$ cat src/rtl/fpnew_noncomp_sched.sv
// Round-robin scheduler sharing one combinational non-comp FP slice among NumReq requesters.
// Define FPU_NONCOMP_SCHED_FIXED_PRIO_EN to replace round-robin with fixed lowest-index priority.
module fpnew_noncomp_sched #(
  parameter int unsigned NumReq   = 4,
  parameter int unsigned WIDTH    = 32,
  parameter int unsigned TagWidth = 4,
  parameter int unsigned IdWidth  = $clog2(NumReq)
) (
  input  logic                         clk_i,
  input  logic                         rst_i,
  input  logic                         flush_i,
  input  logic [NumReq-1:0]            req_valid_i,
  output logic [NumReq-1:0]            req_ready_o,
  input  logic [NumReq*2*WIDTH-1:0]    req_operands_i,
  input  logic [NumReq*4-1:0]          req_op_i,
  input  logic [NumReq*3-1:0]          req_rnd_mode_i,
  input  logic [NumReq-1:0]            req_op_mod_i,
  input  logic [NumReq*TagWidth-1:0]   req_tag_i,
  output logic                         unit_valid_o,
  output logic [2*WIDTH-1:0]           unit_operands_o,
  output logic [3:0]                   unit_op_o,
  output logic [2:0]                   unit_rnd_mode_o,
  output logic                         unit_op_mod_o,
  input  logic [WIDTH-1:0]             unit_result_i,
  input  logic [4:0]                   unit_status_i,
  input  logic                         unit_ext_i,
  input  logic [9:0]                   unit_class_mask_i,
  input  logic                         unit_is_class_i,
  output logic                         rsp_valid_o,
  input  logic                         rsp_ready_i,
  output logic [IdWidth-1:0]           rsp_id_o,
  output logic [TagWidth-1:0]          rsp_tag_o,
  output logic [WIDTH-1:0]             rsp_result_o,
  output logic [4:0]                   rsp_status_o,
  output logic                         rsp_ext_o,
  output logic [9:0]                   rsp_class_mask_o,
  output logic                         rsp_is_class_o,
  output logic                         busy_o
);

  localparam int unsigned OpW     = 4;
  localparam int unsigned RndW    = 3;
  localparam int unsigned StatusW = 5;
  localparam int unsigned ClassW  = 10;
  localparam int unsigned OpndW   = 2 * WIDTH;

  logic                rsp_valid_q, rsp_valid_d;
  logic [IdWidth-1:0]  rsp_id_q, rsp_id_d;
  logic [TagWidth-1:0] rsp_tag_q, rsp_tag_d;
  logic [WIDTH-1:0]    rsp_result_q, rsp_result_d;
  logic [StatusW-1:0]  rsp_status_q, rsp_status_d;
  logic                rsp_ext_q, rsp_ext_d;
  logic [ClassW-1:0]   rsp_class_mask_q, rsp_class_mask_d;
  logic                rsp_is_class_q, rsp_is_class_d;

  logic                grant_en;
  logic                found;
  logic                grant;
  logic [IdWidth-1:0]  gnt_idx;

`ifndef FPU_NONCOMP_SCHED_FIXED_PRIO_EN
  logic [IdWidth-1:0]  rr_q, rr_d;
`endif

  // Arbitration: search from the pointer (or index 0), wrapping modulo NumReq.
  always_comb begin
    int unsigned cand;
    cand     = 0;
    found    = 1'b0;
    gnt_idx  = '0;
    grant_en = ~rst_i & ~flush_i & (~rsp_valid_q | rsp_ready_i);
    for (int unsigned i = 0; i < NumReq; i++) begin
`ifdef FPU_NONCOMP_SCHED_FIXED_PRIO_EN
      cand = i;
`else
      cand = 32'(rr_q) + i;
      if (cand >= NumReq) begin
        cand = cand - NumReq;
      end
`endif
      if (!found && req_valid_i[IdWidth'(cand)]) begin
        found   = 1'b1;
        gnt_idx = IdWidth'(cand);
      end
    end
    grant = grant_en & found;
  end

  // One-hot accept towards the requesters.
  always_comb begin
    req_ready_o = '0;
    if (grant) begin
      req_ready_o[gnt_idx] = 1'b1;
    end
  end

`ifndef FPU_NONCOMP_SCHED_FIXED_PRIO_EN
  always_comb begin
    rr_d = rr_q;
    if (grant) begin
      rr_d = (gnt_idx == IdWidth'(NumReq - 1)) ? '0 : gnt_idx + IdWidth'(1);
    end
  end

  always_ff @(posedge clk_i) begin
    if (rst_i) begin
      rr_q <= '0;
    end else begin
      rr_q <= rr_d;
    end
  end
`endif

  // Drive the shared unit with the granted request; zeros when idle.
  always_comb begin
    int unsigned sel;
    sel             = 32'(gnt_idx);
    unit_valid_o    = 1'b0;
    unit_operands_o = '0;
    unit_op_o       = '0;
    unit_rnd_mode_o = '0;
    unit_op_mod_o   = 1'b0;
    if (grant) begin
      unit_valid_o    = 1'b1;
      unit_operands_o = req_operands_i[sel*OpndW +: OpndW];
      unit_op_o       = req_op_i[sel*OpW +: OpW];
      unit_rnd_mode_o = req_rnd_mode_i[sel*RndW +: RndW];
      unit_op_mod_o   = req_op_mod_i[gnt_idx];
    end
  end

  // Response register: load on grant, drop on flush, clear on drain.
  always_comb begin
    rsp_valid_d      = rsp_valid_q;
    rsp_id_d         = rsp_id_q;
    rsp_tag_d        = rsp_tag_q;
    rsp_result_d     = rsp_result_q;
    rsp_status_d     = rsp_status_q;
    rsp_ext_d        = rsp_ext_q;
    rsp_class_mask_d = rsp_class_mask_q;
    rsp_is_class_d   = rsp_is_class_q;
    if (flush_i) begin
      rsp_valid_d = 1'b0;
    end else if (grant) begin
      rsp_valid_d      = 1'b1;
      rsp_id_d         = gnt_idx;
      rsp_tag_d        = req_tag_i[32'(gnt_idx)*TagWidth +: TagWidth];
      rsp_result_d     = unit_result_i;
      rsp_status_d     = unit_status_i;
      rsp_ext_d        = unit_ext_i;
      rsp_class_mask_d = unit_class_mask_i;
      rsp_is_class_d   = unit_is_class_i;
    end else if (rsp_ready_i) begin
      rsp_valid_d = 1'b0;
    end
  end

  always_ff @(posedge clk_i) begin
    if (rst_i) begin
      rsp_valid_q      <= 1'b0;
      rsp_id_q         <= '0;
      rsp_tag_q        <= '0;
      rsp_result_q     <= '0;
      rsp_status_q     <= '0;
      rsp_ext_q        <= 1'b0;
      rsp_class_mask_q <= '0;
      rsp_is_class_q   <= 1'b0;
    end else begin
      rsp_valid_q      <= rsp_valid_d;
      rsp_id_q         <= rsp_id_d;
      rsp_tag_q        <= rsp_tag_d;
      rsp_result_q     <= rsp_result_d;
      rsp_status_q     <= rsp_status_d;
      rsp_ext_q        <= rsp_ext_d;
      rsp_class_mask_q <= rsp_class_mask_d;
      rsp_is_class_q   <= rsp_is_class_d;
    end
  end

  assign rsp_valid_o      = rsp_valid_q;
  assign rsp_id_o         = rsp_id_q;
  assign rsp_tag_o        = rsp_tag_q;
  assign rsp_result_o     = rsp_result_q;
  assign rsp_status_o     = rsp_status_q;
  assign rsp_ext_o        = rsp_ext_q;
  assign rsp_class_mask_o = rsp_class_mask_q;
  assign rsp_is_class_o   = rsp_is_class_q;
  assign busy_o           = rsp_valid_q;

endmodule
$ cat config.mk
export PLATFORM = sky130hd
export DESIGN_NAME = fpnew_noncomp_sched
export DESIGN_NICKNAME = d
export VERILOG_FILES = /design/src/rtl/fpnew_noncomp_sched.sv
export SDC_FILE = /design/constraint.sdc
export NUM_CORES = 1
export LEC_CHECK = 0
export ABC_AREA = 1
export CAP_MARGIN = 0
export CORE_AREA = 2 2 192 194
export CTS_CLUSTER_DIAMETER = 40
export DETAILED_ROUTE_END_ITERATION = 10
export DIE_AREA = 0 0 194 196
export GPL_ROUTABILITY_DRIVEN = 0
export PLACE_DENSITY_LB_ADDON = 0.12
export SLEW_MARGIN = 30
export SYNTH_ARGS = -nofsm -noshare
export SYNTH_HDL_FRONTEND = slang
export SYNTH_SLANG_ARGS = --single-unit
$ cat constraint.sdc
create_clock -name clk_i -period 5.4 [get_ports clk_i]
set_input_delay 0.54 -clock clk_i [delete_from_list [all_inputs] [get_ports clk_i]]
set_output_delay 0.54 -clock clk_i [all_outputs]
set_load 0.01 [all_outputs]
==> results.toml <==
[final_layout]
final_area_mm2 = 0.0102
post-route-util_pct = 28.1
layout-drive-gt1-share_pct = 3.00
final_net_count = 1656
syn2layout_area_growth_pct = 124

[timing]
fmax_mhz = 229
clock_skew_ns = 0.00763
finalCriticalPeriod_ns = 4.37
finalHoldViolCount = 0
tightest_slew_ns = 0.873
slew_headroom_pct = 41.8
finalSetupViolCount = 0
fin_crit_sh_pct = 81.0
finalMaxSlewViolations = 0
final.setup.worst_slack_ns = 1.03
rsz0062_at_grt = "false"
fin_tns_setup_ns = 0

[clocking]
postCtsHoldBufs = 0
cts_tree = "yes"
root_buffer = "clkbuf_16"
h-tree-depth = 3
cts_buffers = 9
cts.path.max_buffers = 2
cts_sinks = 58
cts_resized = 0
clkLatencyLatePin_ns = 0.33
post_cts_buffers = 0
clk_pin_slew_ns = 0.06

[floorplan]
dieArea_mm2 = 0.0380
die_x_um = 194
start_util_pct = 12.6
dieHeight_um = 196
ios = 495
rows = 70
core_mm2 = 0.0361

[routing]
wl_per_cell_um = 18.5
routed_via_density = 3.98
drt_pass1_iterations = 5
drtAntennaViolNets = 0
num_vias = 7046
drt_iter0_drc = 203
drt_wl_total_mm = 32.7
drc = 0

[critical_path]
arrival_ns = 3.83
critPathKind = "register to output port"
cpPeakStageDelay_ns = 0.65
cp_top_family = "buffers and inverters"
start_kind = "register"
cp_slowest_cell = "buf_4"
path_common_cell = "nand2_1"
crit_chain = "inv_2 > nand2_1 > nand2_1 > nand2_1 > nand2_1 > a21oi_1 > nand2_2 > nand2_4 > buf_4 > nor2_1 > nor2_1 > o21ai_0 > nand3_1 > clkdlybuf4s50_1"
required_ns = 4.86
r2r-start = "rr_q[0]$_SDFFE_PP0P_"
path_buf_inv = 3
path_max_fanout = 69
crit_start = "rr_q[0]$_SDFFE_PP0P_"
endpoint_kind = "output port"

[global_route]
grt_overflow = 0
grt_max_degree = 76
grt_use_met1_pct = 18.4
grt_pass1_vias = 7121
grt_pass1_wl_mm = 47.6
grt.met3_usage_pct = 5.17
antenna_found_initial = 4
track_usage_pct = 16.4
busiest_layer = "met2"
met2_usage_pct = 30.4

[synth]
yosysWarnings = 0
yosysSeqAreaShare_pct = 25.6
netlist_area_mm2 = 0.00453
ys_types = 25
yosysMostFrequentCell = "nand2_1"
synth_largest_area_cell = "dfxtp_1"
synth-edff-count = 0
synth-async-reset-ratio_pct = 0
syn-num-nets = 1201
synthTopCellsByArea = "dfxtp_1, nand2_1, nor2_1, nand3_1, o21ai_0"
synth-seq-cells = 58
syn_avg_cell_area_um2 = 5.40
synthTopCellsByCount = "nand2_1, nor2_1, nand3_1"
yosysTopAreaCellShare_pct = 25.6
synth_ff_type = "dfxtp_1"
postSynthCellCount = 839

[power]
p_per_area_mw_per_mm2 = 228
leakage_nw = 4.04
vdd_drop_max_v = 0.000158
totalPowerFinal_w = 0.00231

[run_status]
status = "finished, final reports clean"

[placement]
dp_worst_setup_slack_ns = 1.05
place_hpwl_mm = 25.3
io_buffers = 494
dpl_cell_area_mm2 = 0.00985

[min_path]
holdCritPathClass = "register to register"
hp-start = "rsp_result_o[10]$_SDFFE_PP0P_"

[job]
drv_cap = 0
[cells by family (layout without fill, tap and decap cells)]
family,count (synthesis),in the layout,share of synthesized area [%]
simple gates,574,574,51.5
compound gates,128,128,14.3
buf+inv,78,537,8.37
flops,58,58,25.6
fa+ha+maj,1,1,0.276
other cells,0,4,0
[worst reg2reg max path: cells and delay by family, from the launching register on]
family	cells	cell delay [ns]
flip-flops	1	0.60
AO/OA/AOI/OAI	1	0.05
AND/OR/NAND/NOR	9	1.06
adder cells (fa/ha/maj)	1	0.45
buffers and inverters	3	0.90
[worst paths after layout]
path                            slack (ns)  cells past startpoint                       endpoint
worst min register to register        0.46                      2  rsp_result_o[10]$_SDFFE_PP0P_
worst max register to register        2.18                     14           rr_q[1]$_SDFFE_PP0P_
worst max-delay path                  1.03                     14            unit_operands_o[49]
worst min-delay path                  0.46                      2  rsp_result_o[10]$_SDFFE_PP0P_
[area by class of cell]
type / instances / area, um2
Antenna cell: 4 / 10.0
Clock buffer: 14 / 284
Clock inverter: 1 / 7.51
Fill cell: 4111 / 25900
Inverter: 19 / 71.3
Multi-Input combinational cell: 703 / 2990
Sequential cell: 58 / 1160
Tap cell: 468 / 586
Timing Repair Buffer: 503 / 5040
[layer usage]
metal / up-vias / routed length (um)
met5: - / 13
li1: 3590 / -
met4: 2 / 330
met2: 280 / 16700
met3: 17 / 2580
met1: 3157 / 13000
[through the flow]
stage | instances | hold WS (ns)
detailed placement | 1751 | 0.456
finish | 1770 | 0.460
global placement | 1751 | 0.451
global route | 1769 | 0.482
floorplan | 839 | 0.488
CTS | 1766 | 0.463
[flip-flops by register name (all words and copies together) (netlist names)]
signal	flops
rsp_class_mask_o	10
rsp_is_class_o	1
rsp_ext_o	1
rr_q	2
rsp_result_o	32
busy_o	1
rsp_id_o	2
rsp_status_o	5
rsp_tag_o	4
[placed cells by master (no fill, tap or decap), types with 4 or more instances in the layout]
cell / count
buf_4: 7
nand3b_1: 5
clkdlybuf4s50_1: 492
diode_2: 4
nand2_1: 307
nand3_1: 84
nor2_1: 166
dfxtp_1: 58
inv_1: 13
clkbuf_16: 9
o21ai_0: 68
inv_2: 5
clkbuf_8: 4
a21oi_1: 52
o21ai_1: 6
[power breakdown]
group	switching (W)	total (W)	internal (W)
clock network	0.000205	0.000563	0.000358
registers	0.0000203	0.000479	0.000458
logic	0.000664	0.00127	0.000606
total	0.000889	0.00231	0.00142
Power figures use the tool's default switching activity.
